===== src/rtl/isr_bank.sv =====
// In-service register bank: tracks serviced IRQ levels, resolves the highest in-service level,
// owns rotating priority, EOI handling (specific/non-specific/automatic) and special mask mode.
module isr_bank #(
    parameter int NUM_IRQ = 8,
    parameter int IDX_W   = $clog2(NUM_IRQ)
) (
    input  logic               clk,
    input  logic               reset,
    input  logic               latch_in_service,
    input  logic [NUM_IRQ-1:0] interrupt,
    input  logic               inta_end,
    input  logic               auto_eoi_mode,
    input  logic               eoi_nonspecific,
    input  logic               eoi_specific,
    input  logic [IDX_W-1:0]   eoi_level,
    input  logic               set_priority,
    input  logic               rotate_on_eoi,
    input  logic               special_mask_mode,
    input  logic [NUM_IRQ-1:0] interrupt_mask,
    output logic [NUM_IRQ-1:0] in_service_register,
    output logic [NUM_IRQ-1:0] highest_level_in_service,
    output logic [IDX_W-1:0]   priority_rotate,
    output logic               eoi_error,
    output logic               protocol_error
);

    typedef enum logic {IDLE, ACK} state_t;

    state_t             state, state_nxt;
    logic [IDX_W-1:0]   pend_lvl, pend_nxt;
    logic [IDX_W-1:0]   rot_nxt;
    logic [IDX_W-1:0]   hi_idx;
    logic [IDX_W-1:0]   int_idx;
    logic [NUM_IRQ-1:0] eff_isr;
    logic [NUM_IRQ-1:0] set_vec, clr_ns, clr_sp, clr_ae;
    logic               int_valid, lvl_ok, aeoi_clear;

    // Ring position 'off' steps above base, wrapping modulo NUM_IRQ (need not be a power of 2).
    function automatic logic [IDX_W-1:0] ring_idx(input logic [IDX_W-1:0] base, input int unsigned off);
        int unsigned t;
        t = 32'(base) + off;
        if (t >= NUM_IRQ) t = t - NUM_IRQ;
        return IDX_W'(t);
    endfunction

    function automatic logic [NUM_IRQ-1:0] to_onehot(input logic [IDX_W-1:0] idx);
        logic [NUM_IRQ-1:0] v;
        for (int i = 0; i < NUM_IRQ; i++) v[i] = (idx == IDX_W'(i));
        return v;
    endfunction

    // Priority resolution: walk from lowest to highest priority so the highest-priority hit wins.
    always_comb begin
        eff_isr                  = in_service_register & ~(special_mask_mode ? interrupt_mask : '0);
        highest_level_in_service = '0;
        hi_idx                   = '0;
        for (int k = NUM_IRQ - 1; k >= 0; k--) begin
            if (eff_isr[ring_idx(priority_rotate, k + 1)]) begin
                highest_level_in_service = to_onehot(ring_idx(priority_rotate, k + 1));
                hi_idx                   = ring_idx(priority_rotate, k + 1);
            end
        end
    end

    always_comb begin
        int_idx = '0;
        for (int i = 0; i < NUM_IRQ; i++) begin
            if (interrupt[i]) int_idx = IDX_W'(i);
        end
        int_valid = ($countones(interrupt) == 1);
    end

    always_comb begin
        lvl_ok     = ({1'b0, eoi_level} < (IDX_W + 1)'(NUM_IRQ));
        set_vec    = latch_in_service ? interrupt : '0;
        clr_ns     = eoi_nonspecific ? highest_level_in_service : '0;
        clr_sp     = (eoi_specific && lvl_ok) ? to_onehot(eoi_level) : '0;
        aeoi_clear = (state == ACK) && (inta_end || latch_in_service);
        clr_ae     = aeoi_clear ? to_onehot(pend_lvl) : '0;

        rot_nxt = priority_rotate;
        if (set_priority && lvl_ok)
            rot_nxt = eoi_level;
        else if (rotate_on_eoi) begin
            if (eoi_specific && lvl_ok)
                rot_nxt = eoi_level;
            else if (eoi_nonspecific && (highest_level_in_service != '0))
                rot_nxt = hi_idx;
            else if (aeoi_clear)
                rot_nxt = pend_lvl;
        end
    end

    // AEOI tracker: a latch while already in ACK retires the old level and may arm a new one.
    always_comb begin
        state_nxt = state;
        pend_nxt  = pend_lvl;
        case (state)
            IDLE: begin
                if (latch_in_service && auto_eoi_mode && int_valid) begin
                    state_nxt = ACK;
                    pend_nxt  = int_idx;
                end
            end
            ACK: begin
                if (latch_in_service) begin
                    if (auto_eoi_mode && int_valid) begin
                        state_nxt = ACK;
                        pend_nxt  = int_idx;
                    end else begin
                        state_nxt = IDLE;
                    end
                end else if (inta_end) begin
                    state_nxt = IDLE;
                end
            end
            default: state_nxt = IDLE;
        endcase
    end

    always_ff @(posedge clk) begin
        if (reset) begin
            state               <= IDLE;
            pend_lvl            <= '0;
            in_service_register <= '0;
            priority_rotate     <= IDX_W'(NUM_IRQ - 1);
            eoi_error           <= 1'b0;
            protocol_error      <= 1'b0;
        end else begin
            state               <= state_nxt;
            pend_lvl            <= pend_nxt;
            in_service_register <= (in_service_register & ~(clr_ns | clr_sp | clr_ae)) | set_vec;
            priority_rotate     <= rot_nxt;
            eoi_error           <= eoi_nonspecific && (highest_level_in_service == '0);
            protocol_error      <= latch_in_service && !int_valid;
        end
    end

endmodule


===== config.mk =====
export PLATFORM = sky130hd
export DESIGN_NAME = isr_bank
export DESIGN_NICKNAME = d
export VERILOG_FILES = /design/src/rtl/isr_bank.sv
export SDC_FILE = /design/constraint.sdc
export NUM_CORES = 1
export LEC_CHECK = 0
export ABC_AREA = 1
export BUFFER_PORTS_ARGS = -buffer_cell sky130_fd_sc_hd__buf_2
export CAP_MARGIN = 20
export CORE_MARGIN = 2
export CORE_UTILIZATION = 46
export CTS_CLUSTER_DIAMETER = 60
export DETAILED_ROUTE_END_ITERATION = 10
export PLACE_DENSITY_LB_ADDON = 0.12
export SETUP_SLACK_MARGIN = 0.02
export SLEW_MARGIN = 20
export SYNTH_ARGS = -nofsm -noshare
export SYNTH_HDL_FRONTEND = slang
export SYNTH_SLANG_ARGS = --single-unit

===== constraint.sdc =====
create_clock -name clk -period 4.2 [get_ports clk]
set_clock_uncertainty 0.15 [all_clocks]
set_input_delay 0.63 -clock clk [delete_from_list [all_inputs] [get_ports clk]]
set_output_delay 0.63 -clock clk [all_outputs]
set_load 0.005 [all_outputs]

Word level (Yosys, flattened, before mapping)
Index checks and enable logic that the tools add are counted.
Widths: inputs -> output; s select.
Word-level totals
  bits in registers: 17
  input port bits: 29
  output and inout port bits: 21
  word-level logic and storage cells: 226
Cells by class
  $add $sub $neg: 23
  order comparisons: 16
  equal/unequal tests: 74
  multiplexer cells: 74
  bitwise gates (word level): 8
  reductions and logical operators: 25
Operators by type and width (count)
  $eq 3x3->1 const B: 40
  $mux 3: 38
  $mux 8: 13
  $eq 3x2->1 const B: 20
  $lt 3x4->1 const B: 8
  $eq 3x1->1 const B: 10
  $logic_not 3->1: 10
  $ge 4x4->1 const B: 7
  $bmux 1 s3: 8
  $or 8x8->8: 3
  $sub 3x1->3 const B: 8
  $add 3x3->4 const B: 4
  $and 8x8->8: 2
  $not 8->8: 2
  $mux 1: 13
  $add 1x1->2: 4
  $add 3x2->4 const B: 2
  $logic_not 8->1: 1
  $reduce_bool 8->1: 1
  $logic_and 1x1->1: 7
  $add 2x2->3: 2
  $pmux 3 s2: 1
  $add 3x4->5 const B: 1
  $ge 5x4->1 const B: 1
  other kinds (13): 14

Depth between registers and ports, before layout
Gate-level depths: netlist (run 1).
  word-level depth: 21
  mapped depth: 25
  mapped depth without buffers: 24

Worst setup path before layout (run 1)
Ideal clock, no wire load.
  path kind: input -> register
  start: in interrupt[0]
  end: reg pend_lvl[1]
  library setup time: 133 ps
  arrival time: 3555 ps
  data required time: 3917 ps
  setup slack: 361 ps
  cell stages on the path: 14
  buffers on the path: 0
  cell sequence: fa_1 inv_1 fa_1 fa_1 inv_1 ha_1 fa_1 inv_1 a2111oi_0 a21oi_1 nor3b_1 nand3_1 nor4_1 a211oi_1
On the way
  word-level cells in the longest chain between the ends: 7
  elaborated cells between the ends (all ways): 9
  those cells by class: add/sub: 3; eq/ne: 3; reduce/logical: 3
Ends and longest elaborated chain
  start: declaration: RTL line 10  | input logic [NUM_IRQ-1:0] interrupt,
  $add 1x1->2 (implied by the code) *: RTL line 70  | int_valid = ($countones(interrupt) == 1);
  $add 2x2->3 (implied by the code) *: RTL line 70
  $add 3x3->4 (implied by the code) *: RTL line 70
  $eq 4x1->1 *: RTL line 70
  $logic_and 1x1->1, on equally long branches: RTL line 100, 107
  $ne 2x2->1 (no source line) or $ne 2x1->1 (tied branches)
  $reduce_and 3->1 (no source line) *
  end signal: assignment: RTL line 131  | pend_lvl <= pend_nxt;
  end: declaration: RTL line 30  | logic [IDX_W-1:0] pend_lvl, pend_nxt;
Mark *: on every way between the ends. The rest lies on a longest branch, timed or not.
A chain may end at the register's enable or synchronous reset.

Worst setup path in the final report (run 1)
  start: in interrupt[0]
  end: reg pend_lvl[2]
Same word-level chain as after synthesis.

==> impl_summary.txt, run 1 <==
----------------------------------------------------
[Timing]
  Final Hold Fails ... 0
  Final Max Slew Viols ... 0
  Worst-case hold slack ... 316 ps
  Slew at the pin closest to its max-slew limit ... 526 ps
  Maximum achievable frequency ... 261 MHz
  Setup_tns ... 0 ps
  Max-Slew Margin vs Limit ... 64.9%
  Clock period minus worst slack ... 3830 ps
  RSZ-0062 raised after global routing ... false
  Final setup violation count ... 0
  Ratio of final minimum period to clock period ... 91.2%

[Synthesis]
  Adder-cell share of the synthesized area ... 9.20%
  Post-synth top area cell ... nand2_1
  Unique cell type count in the Yosys netlist ... 39
  Mux contribution to synthesized area ... 0%
  Number of synthesized flops with an enable pin ... 0
  Seq/Total Area, Yosys ... 12.3%
  Top cells by area in the synthesized netlist ... nand2_1 21%, nand3_1 15%, dfxtp_1 12%
  Area fraction in compound gates after synthesis ... 12.9%
  Main combinational cell family by area after synthesis ... simple AND/OR/NAND/NOR gates
  List of most frequent post-synthesis cells ... 154 x nand2_1, 85 x nand3_1, 54 x inv_1
  Most frequently used flop master after synthesis ... dfxtp_1
  Synth Cell Area ... 2780 um2
  Synthesis Warnings ... 0
  Most frequent cell after synthesis ... nand2_1
  Cell count after synthesis ... 488
  Post-Synthesis Mean Instance Area ... 5.69 um2
  Async S/R FF share, synth ... 0%
  XOR/XNOR share of the synthesized area ... 0.586%
  Simple-gate share of the synthesized area ... 52.8%
  Post-synth net total ... 535
  Fraction of post-synthesis cell area in the top cell type by area ... 20.8%
  Number of synthesized register bits ... 17

[Power]
  Power density relative to cell area ... 657 nW/um2
  Power after layout ... 2.05 mW
  LEAKAGE ... 1.72 nW
  Worst vdd rail ir drop ... 0.357 mV

[Clock tree]
  CTS Buf Count ... 3
  Post-CTS setup-driven buffer insertion count ... 0
  Number of buffers on the longest clock path ... 2
  Clock tree from TritonCTS ... done
  Number of buffers inserted by hold repair at cts ... 0
  CTS H-tree depth ... 1
  Later-pin clock latency in the skew report ... 260 ps
  Post-cts repair resize count ... 0
  Register clock-pin slew on the reported worst setup and hold paths ... 70 ps
  Number of clock sinks seen by CTS ... 17
  Clock Tree Root ... clkbuf_8

[Die]
  Placeable core region ... 5890 um2
  Number of ports placed on the die boundary ... 50
  Die Footprint ... 6670 um2
  Vertical extent of the die ... 81.7 um
  Starting Density ... 47.2%
  Num rows ... 28
  Die Wd ... 81.7 um

[Setup path]
  Critical path data required time ... 4190 ps
  Class of the most critical setup path ... input port to register
  Minimum setup slack among reg-to-reg paths ... 590 ps
  Arrival time worst endpoint ... 3820 ps
  Type of element capturing the critical path ... register
  Depth of the most critical reg-to-reg path ... 19
  Worst setup SP type ... input port
  Worst Path Max Fanout ... 7

[Routing]
  Total wirelength of the detailed-routed design ... 9220 um
  Number of DRC violations after detailed routing ... 0
  Pre-antenna DRT Iters ... 6
  Via total after detailed routing ... 3478
  Initial DRC count ... 345
  ANT nets after route ... 0
  Number of vias per cell after detailed routing ... 5.72
  Routed length per placed instance ... 15.2 um

[Place]
  Final weighted congestion in routability-driven placement ... 0.981
  Instance count after placement with tap cells included ... 604
  Half-perimeter wire length after detailed placement ... 7520 um
  Total cell area at the placement stage ... 3060 um2
  Port Buf Inserts ... 49

[Min path]
  Instance count along the most critical hold path ... 2
  Min-delay worst type ... register to register

[Global route]
  Total global routing track utilization ... 28.9%
  Maximum number of pins on one net before global-route repair ... 13
  Global-route wire length before repair ... 15100 um
  Number of global-route vias before repair ... 3153
  Antenna violations before repair ... 0
  GRT Residual Overflow ... 0

[Job]
  Max Cap Violations ... 0

[Final layout]
  Non-filler cells in the finished layout ... 608
  Net count, final ... 581
  Share of cells above drive strength 1 ... 18.9%
  Post-route cell area ... 3120 um2
  Register area ... 340 um2
  Combined area of the multi-input logic cells ... 2110 um2
  Number of filler cells placed in the layout ... 618
  Area added between synthesis and finish ... 12.4%
  Diode insertion count for antenna repair ... 0

[Run status]
  Result of the run ... completed

----------------------------------------------------
routing by layer:
layer | part of all wire (%) | wire, um | global-route usage [%] | up-vias
met5 | 0 | 0 | 0 | -
met4 | 2.6 | 236 | 8.83 | 0
met3 | 6.6 | 605 | 2.64 | 27
met2 | 48 | 4430 | 51.4 | 159
met1 | 43 | 3940 | 36.9 | 1586
li1 | - | - | - | 1706
worst max-delay path, stage by stage:
cell	delay (ps)
buf_2	110
fa_1	530
inv_1	50
fa_1	500
fa_1	410
inv_1	70
ha_1	180
fa_1	170
inv_1	50
a2111oi_1	320
a21oi_1	100
nor3b_2	240
nand3_2	170
nor4_1	220
a211oi_1	70
sequential cells by signal (all words and copies together) (netlist names):
| register | cells |
|---|---|
| eoi_error | 1 |
| protocol_error | 1 |
| state | 1 |
| priority_rotate | 3 |
| in_service_register | 8 |
| pend_lvl | 3 |
cell type report:
cell class / count / share of cell area, %
flip-flops and latches: 17 / 10.9
multi-input cells: 393 / 67.5
well taps: 75 / 3.01
repair buffers: 53 / 8.82
clock buffers: 3 / 1.32
inverters: 66 / 8.18
clock inverters: 1 / 0.241
cells in the final DEF (no fill, tap or decap), drive strengths merged:
cell      count
nand2       165
nand3        90
inv          63
buf          53
nor2         45
a21oi        18
dfxtp        17
o21ai        16
ha           14
o22ai         8
nand4         6
o2111ai       6
nor3          4
fa            4
nand3b        3
clkinv        3
nor4          3
a211oi        3
clkbuf        3
o211ai        2
xnor2         1
a22oi         1
a2111oi       1
nor3b         1
or2           1
a31oi         1
clkinvlp      1
report_power, final:
group	total (mW)	leakage (nW)	internal (mW)	switching [mW]
combinational	1.69	1.56	0.514	1.17
sequential	0.232	0.140	0.188	0.0446
clock	0.130	0.0217	0.0669	0.0635
total	2.05	1.72	0.769	1.28
worst paths after layout:
path	start	endpoint
max	interrupt[0]	pend_lvl[2]
min	state	state
max reg2reg	priority_rotate[0]	priority_rotate[1]
min reg2reg	state	state
kinds of logic (layout without fill, tap and decap cells):
| kind of cell | after synthesis | after routing |
|---|---|---|
| buf+inv | 78 | 123 |
| flops | 17 | 17 |
| compound gates | 56 | 56 |
| xor+xnor | 1 | 1 |
| fa+ha+maj | 18 | 18 |
| simple gates | 318 | 318 |
stage by stage:
step	utilization (%)	setup slack, ps
after floorplan	-	361
after global placement	52.0	47.5
after CTS	52.8	177
final	53.0	370
after detailed placement	52.0	-86.7
after global routing	53.0	26.6
Power figures use the tool's default switching activity.
==> run 2: changes to the inputs <==
--- a/config.mk
+++ b/config.mk
@@ -6,7 +6,7 @@
 export NUM_CORES = 1
 export LEC_CHECK = 0
 export ABC_AREA = 1
-export BUFFER_PORTS_ARGS = -buffer_cell sky130_fd_sc_hd__buf_2
+export BUFFER_PORTS_ARGS = -buffer_cell sky130_fd_sc_hd__buf_4
 export CAP_MARGIN = 20
 export CORE_MARGIN = 2
 export CORE_UTILIZATION = 46
==> run 2 against run 1 <==
Power grew 3.1%. Non-clock buffer count fell by 1. Die area unchanged. Routed wire length rose by 4.3%. Hold slack barely moved. Via count hardly changed. Design area is 3.7% higher. Flip-flop and latch count stayed put. Final cell count fell by 0.16%. Sequential power up 3%. Critical path type unchanged.
==> impl_summary.txt, run 2 (synthesis results as in run 1) <==
----------------------------------------------------
[Power]
  Worst vdd rail ir drop ... 0.316 mV (was 0.357 mV)
  Power after layout ... 2.11 mW (was 2.05 mW)
  LEAKAGE ... 1.75 nW (was 1.72 nW)
  Power density relative to cell area ... 653 nW/um2 (was 657 nW/um2)

[Routing]
  Pre-antenna DRT Iters ... 5 (was 6)
  Number of DRC violations after detailed routing ... 0 (unchanged)
  Via total after detailed routing ... 3475 (was 3478)
  ANT nets after route ... 0 (unchanged)
  Total wirelength of the detailed-routed design ... 9620 um (was 9220 um)
  Routed length per placed instance ... 15.8 um (was 15.2 um)
  Initial DRC count ... 326 (was 345)
  Number of vias per cell after detailed routing ... 5.72 (about the same)

[Setup path]
  Depth of the most critical reg-to-reg path ... 20 (was 19)
  Source of the worst register-to-register timing path ... priority_rotate[0] (unchanged)
  R2R Path End ... priority_rotate[1] (unchanged)
  Worst Path Max Fanout ... 7 (unchanged)
  Minimum setup slack among reg-to-reg paths ... 590 ps (about the same)
  Type of element capturing the critical path ... register (unchanged)
  Critical path data required time ... 4200 ps (was 4190 ps)
  Worst setup SP type ... input port (unchanged)
  Class of the most critical setup path ... input port to register (unchanged)
  Arrival time worst endpoint ... 3880 ps (was 3820 ps)

[Final layout]
  Post-route cell area ... 3230 um2 (was 3120 um2)
  Largest registers ... in_service_register x8, pend_lvl x3, priority_rotate x3 (unchanged)
  Number of flip-flops in the largest register ... 8 (unchanged)
  Utilization after layout ... 55.0% (was 53.0%)
  Diode insertion count for antenna repair ... 0 (unchanged)
  Area added between synthesis and finish ... 16.5% (was 12.4%)
  Share of cells above drive strength 1 ... 18.8% (was 18.9%)
  Most frequent standard cell in the layout excluding fill and tap cells ... nand2_1 (unchanged)
  Net count, final ... 580 (was 581)
  Top library cells by usage in the layout, fill and taps aside ... 154 x nand2_1, 84 x nand3_1, 54 x inv_1 (unchanged)
  Number of filler cells placed in the layout ... 625 (was 618)
  Register with the most flip-flops ... in_service_register (unchanged)

[Place]
  Port Buf Inserts ... 49 (unchanged)
  Total cell area at the placement stage ... 3170 um2 (was 3060 um2)
  Worst slack after detailed placement ... -107 ps (was -86.7 ps)
  Half-perimeter wire length after detailed placement ... 7690 um (was 7520 um)
  Final weighted congestion in routability-driven placement ... 0.927 (was 0.981)

[Global route]
  Maximum number of pins on one net before global-route repair ... 18 (was 13)
  Number of global-route vias before repair ... 3408 (was 3153)
  Grt peak-use layer ... met2 (unchanged)
  Antenna violations before repair ... 0 (unchanged)
  Met1 track demand over resource ... 36.7% (was 36.9%)
  GRT Residual Overflow ... 0 (unchanged)
  Met2 Use GR ... 55.0% (was 51.4%)
  Global-route wire length before repair ... 15900 um (was 15100 um)
  GR Util met3 ... 3.74% (was 2.64%)
  Total global routing track utilization ... 30.6% (was 28.9%)

[Timing]
  RSZ-0062 raised after global routing ... false (unchanged)
  Max-Slew Margin vs Limit ... 45.1% (was 64.9%)
  Final Max Slew Viols ... 0 (unchanged)
  Ratio of final minimum period to clock period ... 92.4% (was 91.2%)
  Slew at the pin closest to its max-slew limit ... 822 ps (was 526 ps)
  Final Hold Fails ... 0 (unchanged)
  Final setup violation count ... 0 (unchanged)
  Clock period minus worst slack ... 3880 ps (was 3830 ps)
  Setup slack after layout ... 318 ps (was 370 ps)
  Maximum achievable frequency ... 258 MHz (was 261 MHz)

[Min path]
  Min-delay worst type ... register to register (unchanged)
  Instance count along the most critical hold path ... 2 (unchanged)
  Hold Crit Endpoint ... state (unchanged)
  Hold wc startpoint ... state (unchanged)

[Die]
  Starting Density ... 47.2% (unchanged)
  Num rows ... 28 (unchanged)
  Number of ports placed on the die boundary ... 50 (unchanged)
  Die Footprint ... 6670 um2 (unchanged)
  Vertical extent of the die ... 81.7 um (unchanged)
  Placeable core region ... 5890 um2 (unchanged)
  Die Wd ... 81.7 um (unchanged)

[Clock tree]
  Number of clock sinks seen by CTS ... 17 (unchanged)
  Register clock-pin slew on the reported worst setup and hold paths ... 80 ps (was 70 ps)
  Clock Tree Root ... clkbuf_8 (unchanged)
  CTS Buf Count ... 3 (unchanged)
  Number of buffers on the longest clock path ... 2 (unchanged)
  Later-pin clock latency in the skew report ... 260 ps (about the same)
  Post-CTS setup-driven buffer insertion count ... 0 (unchanged)
  Clock tree from TritonCTS ... done (unchanged)
  CTS H-tree depth ... 1 (unchanged)
  Number of buffers inserted by hold repair at cts ... 0 (unchanged)

[Job]
  Max Cap Violations ... 0 (unchanged)

[Run status]
  Result of the run ... completed (unchanged)

----------------------------------------------------
[run 2: cell types whose count changed in the layout (fill, tap and decap cells not counted), sizes merged]
cell  change
buf       -1
[run 2: cell type report]
| class | instances | area [um2] | share of cell area, % |
|---|---|---|---|
| Inverter | 66 | 255 | 7.89 |
| Timing Repair Buffer | 52 | 390 | 12.1 |
| Tap cell | 75 | 93.8 | 2.90 |
| Clock buffer | 3 | 41.3 | 1.28 |
| Sequential cell | 17 | 340 | 10.5 |
| Clock inverter | 1 | 7.51 | 0.232 |
| Multi-Input combinational cell | 393 | 2110 | 65.1 |
[run 2: critical path, cell delays in order]
cell,delay (ps)
buf_4,120
fa_1,540
inv_1,50
fa_1,500
fa_1,420
inv_1,70
ha_1,180
fa_1,170
inv_1,50
a2111oi_1,310
a21oi_1,100
nor3b_2,260
nand3_2,170
nor4_1,230
a211oi_1,80
[run 2: worst max-delay path by stage]
stage / startpoint / end / slack, ps
floorplan: interrupt[0] / pend_lvl[1] / 360
global placement: interrupt[0] / pend_lvl[2] / 50
detailed placement: interrupt[0] / pend_lvl[2] / -110
CTS: interrupt[0] / pend_lvl[2] / 150
global route: interrupt[0] / pend_lvl[2] / 30
finish: interrupt[0] / pend_lvl[2] / 320
[run 2: what timing repair did]
item,4_1_cts,5_1_grt
gates resized for setup,0,3
endpoints found under the setup margin,0,3
hold endpoints to repair,0,0
[run 2: metrics by stage]
stage,cells,setup TNS (ps),hold WS [ps]
finish,607,0,317
floorplan,488,0,290
detailed placement,603,-178,305
global route,607,0,328
global placement,603,0,300
CTS,607,0,317
[run 2: report_power, final]
part	internal [mW]	switching (mW)
clock network	0.0669	0.0674
registers	0.187	0.0511
logic	0.557	1.18
total	0.811	1.30
[run 2: layer usage]
metal | up-vias | part of all wire (%)
li1 | 1701 | -
met1 | 1607 | 43
met2 | 136 | 48
met3 | 31 | 5.3
met4 | 0 | 3.5
met5 | - | 0
==> run 3: changes to the inputs <==
--- a/config.mk
+++ b/config.mk
@@ -13,6 +13,7 @@
 export CTS_CLUSTER_DIAMETER = 60
 export DETAILED_ROUTE_END_ITERATION = 10
 export PLACE_DENSITY_LB_ADDON = 0.12
+export REMOVE_ABC_BUFFERS = 1
 export SETUP_SLACK_MARGIN = 0.02
 export SLEW_MARGIN = 20
 export SYNTH_ARGS = -nofsm -noshare
==> run 3 against run 2 <==
Critical path depth did not move. Register-to-register slack improved by 70 ps. Non-clock buffer count rose by 1. Die area did not move. Sequential share of layout area barely moved. Combinational power barely moved. Design area rose by 0.19%. Setup slack got worse by 7.8 ps. Sequential power fell by 4%. Hold slack improved by 1.2 ps. Power rose by 0.99%. Global-route usage fell by 0.81 points. Critical endpoint unchanged. Largest cell class unchanged. Largest power group unchanged. Highest routed layer unchanged.
==> impl_summary.txt, run 3 (synthesis results as in run 1) <==
----------------------------------------------------
[Power]
  Power density relative to cell area ... 658 nW/um2 (was 653 nW/um2)
  LEAKAGE ... 1.75 nW (about the same)
  Power after layout ... 2.13 mW (was 2.11 mW)
  Worst vdd rail ir drop ... 0.310 mV (was 0.316 mV)

[Routing]
  Via total after detailed routing ... 3436 (was 3475)
  Pre-antenna DRT Iters ... 5 (unchanged)
  ANT nets after route ... 0 (unchanged)
  Routed length per placed instance ... 15.8 um (about the same)
  Number of DRC violations after detailed routing ... 0 (unchanged)
  Initial DRC count ... 291 (was 326)
  Total wirelength of the detailed-routed design ... 9600 um (was 9620 um)
  Number of vias per cell after detailed routing ... 5.65 (was 5.72)

[Timing]
  Slew at the pin closest to its max-slew limit ... 593 ps (was 822 ps)
  Maximum achievable frequency ... 257 MHz (was 258 MHz)
  Final setup violation count ... 0 (unchanged)
  Setup slack after layout ... 310 ps (was 318 ps)
  Final Hold Fails ... 0 (unchanged)
  RSZ-0062 raised after global routing ... false (unchanged)
  Max-Slew Margin vs Limit ... 60.4% (was 45.1%)
  Worst-case hold slack ... 318 ps (was 317 ps)
  Clock period minus worst slack ... 3890 ps (was 3880 ps)
  Final Max Slew Viols ... 0 (unchanged)
  Ratio of final minimum period to clock period ... 92.6% (was 92.4%)
  Setup_tns ... 0 ps (unchanged)

[Final layout]
  Combined area of the multi-input logic cells ... 2100 um2 (was 2110 um2)
  Top library cells by usage in the layout, fill and taps aside ... 154 x nand2_1, 84 x nand3_1, 54 x inv_1 (unchanged)
  Largest registers ... in_service_register x8, pend_lvl x3, priority_rotate x3 (unchanged)
  Net count, final ... 581 (was 580)
  Register area ... 340 um2 (unchanged)
  Number of filler cells placed in the layout ... 621 (was 625)
  Register with the most flip-flops ... in_service_register (unchanged)
  Area added between synthesis and finish ... 16.8% (was 16.5%)
  Most frequent standard cell in the layout excluding fill and tap cells ... nand2_1 (unchanged)
  Share of cells above drive strength 1 ... 18.9% (was 18.8%)
  Diode insertion count for antenna repair ... 0 (unchanged)
  Number of flip-flops in the largest register ... 8 (unchanged)
  Post-route cell area ... 3240 um2 (was 3230 um2)

[Global route]
  Number of global-route vias before repair ... 3066 (was 3408)
  Maximum number of pins on one net before global-route repair ... 13 (was 18)
  Global-route wire length before repair ... 15400 um (was 15900 um)
  Antenna violations before repair ... 0 (unchanged)
  Total global routing track utilization ... 29.8% (was 30.6%)
  GRT Residual Overflow ... 0 (unchanged)

[Setup path]
  Critical path data required time ... 4200 ps (about the same)
  Class of the most critical setup path ... input port to register (unchanged)
  Max stage delay cell, worst path ... fa_1 (unchanged)
  Critical-path cell list ... buf_4, fa_1, inv_1, fa_1, fa_1, inv_1, ha_1, fa_1, inv_1, a2111oi_0, a21oi_1, nor3b_2, nand3_2, nor4_1, a211oi_1 (was buf_4, fa_1, inv_1, fa_1, fa_1, inv_1, ha_1, fa_1, inv_1, a2111oi_1, a21oi_1, nor3b_2, nand3_2, nor4_1, a211oi_1)
  Largest stage delay, worst path ... 530 ps (was 540 ps)
  Worst setup SP type ... input port (unchanged)
  Type of element capturing the critical path ... register (unchanged)
  Arrival time worst endpoint ... 3890 ps (was 3880 ps)
  Depth of the most critical reg-to-reg path ... 21 (was 20)
  Worst Path Max Fanout ... 7 (unchanged)
  Crit path top cell by count ... fa_1 (unchanged)

[Die]
  Number of ports placed on the die boundary ... 50 (unchanged)
  Num rows ... 28 (unchanged)
  Die Wd ... 81.7 um (unchanged)
  Die Footprint ... 6670 um2 (unchanged)
  Placeable core region ... 5890 um2 (unchanged)
  Vertical extent of the die ... 81.7 um (unchanged)
  Starting Density ... 47.2% (unchanged)

[Min path]
  Min-delay worst type ... register to register (unchanged)
  Instance count along the most critical hold path ... 2 (unchanged)

[Place]
  Port Buf Inserts ... 49 (unchanged)
  Half-perimeter wire length after detailed placement ... 7750 um (was 7690 um)
  Worst slack after detailed placement ... -45.3 ps (was -107 ps)
  Final weighted congestion in routability-driven placement ... 0.922 (was 0.927)
  Total cell area at the placement stage ... 3180 um2 (was 3170 um2)

[Clock tree]
  Later-pin clock latency in the skew report ... 260 ps (about the same)
  CTS Buf Count ... 3 (unchanged)
  Clock tree from TritonCTS ... done (unchanged)
  Number of buffers on the longest clock path ... 2 (unchanged)
  Clock Tree Root ... clkbuf_8 (unchanged)
  Register clock-pin slew on the reported worst setup and hold paths ... 80 ps (about the same)
  Number of clock sinks seen by CTS ... 17 (unchanged)
  Number of buffers inserted by hold repair at cts ... 0 (unchanged)
  CTS H-tree depth ... 1 (unchanged)

[Run status]
  Result of the run ... completed (unchanged)

[Job]
  Max Cap Violations ... 0 (unchanged)

----------------------------------------------------
run 3: cell count changes in the layout (fill, tap and decap cells not counted):
cell       change
a2111oi_0      +1
buf_4          +1
a2111oi_1      -1
run 3: what timing repair did:
item	CTS	global route
setup endpoints to repair	0	3
gates resized for setup	0	2
buffers inserted	0	0
run 3: path summary, 6_finish.rpt:
kind | from | slack, ps | end
worst min-delay path | state | 320 | state
worst min register to register | state | 320 | state
worst max register to register | priority_rotate[0] | 660 | priority_rotate[1]
worst max-delay path | interrupt[0] | 310 | pend_lvl[2]
run 3: metal layers:
metal | GRT usage [%] | wire [um] | vias to the layer above
met5 | 0 | 0 | -
met4 | 7.33 | 143 | 0
met3 | 1.65 | 474 | 13
met2 | 54.3 | 4840 | 145
met1 | 38.1 | 4140 | 1584
li1 | - | - | 1694
run 3: area by class of cell:
class,count,area share (%)
flip-flops and latches,17,10.5
clock inverters,1,0.232
clock buffers,3,1.27
inverters,66,7.88
repair buffers,53,12.3
multi-input cells,393,64.9
well taps,75,2.90
run 3: worst max-delay path, delay by kind of cell:
| family | cells | cell delay, ps |
|---|---|---|
| AOI/OAI and AO/OA | 3 | 550 |
| adders and majority gates | 5 | 1790 |
| buffers and inverters | 4 | 290 |
| and+or+nand+nor | 3 | 620 |
run 3: metrics by stage:
stage | instances | util, %
2_1_floorplan | 476 | -
3_3_place_gp | 604 | 54.1
3_5_place_dp | 604 | 54.1
4_1_cts | 608 | 54.9
5_1_grt | 608 | 55.1
6_report | 608 | 55.1
run 3: where the power goes:
part	switching [mW]	leakage [nW]	total [mW]	internal, mW
clock network	0.0648	0.0217	0.132	0.0669
logic	1.21	1.59	1.77	0.559
registers	0.0414	0.140	0.229	0.187
total	1.32	1.75	2.13	0.814
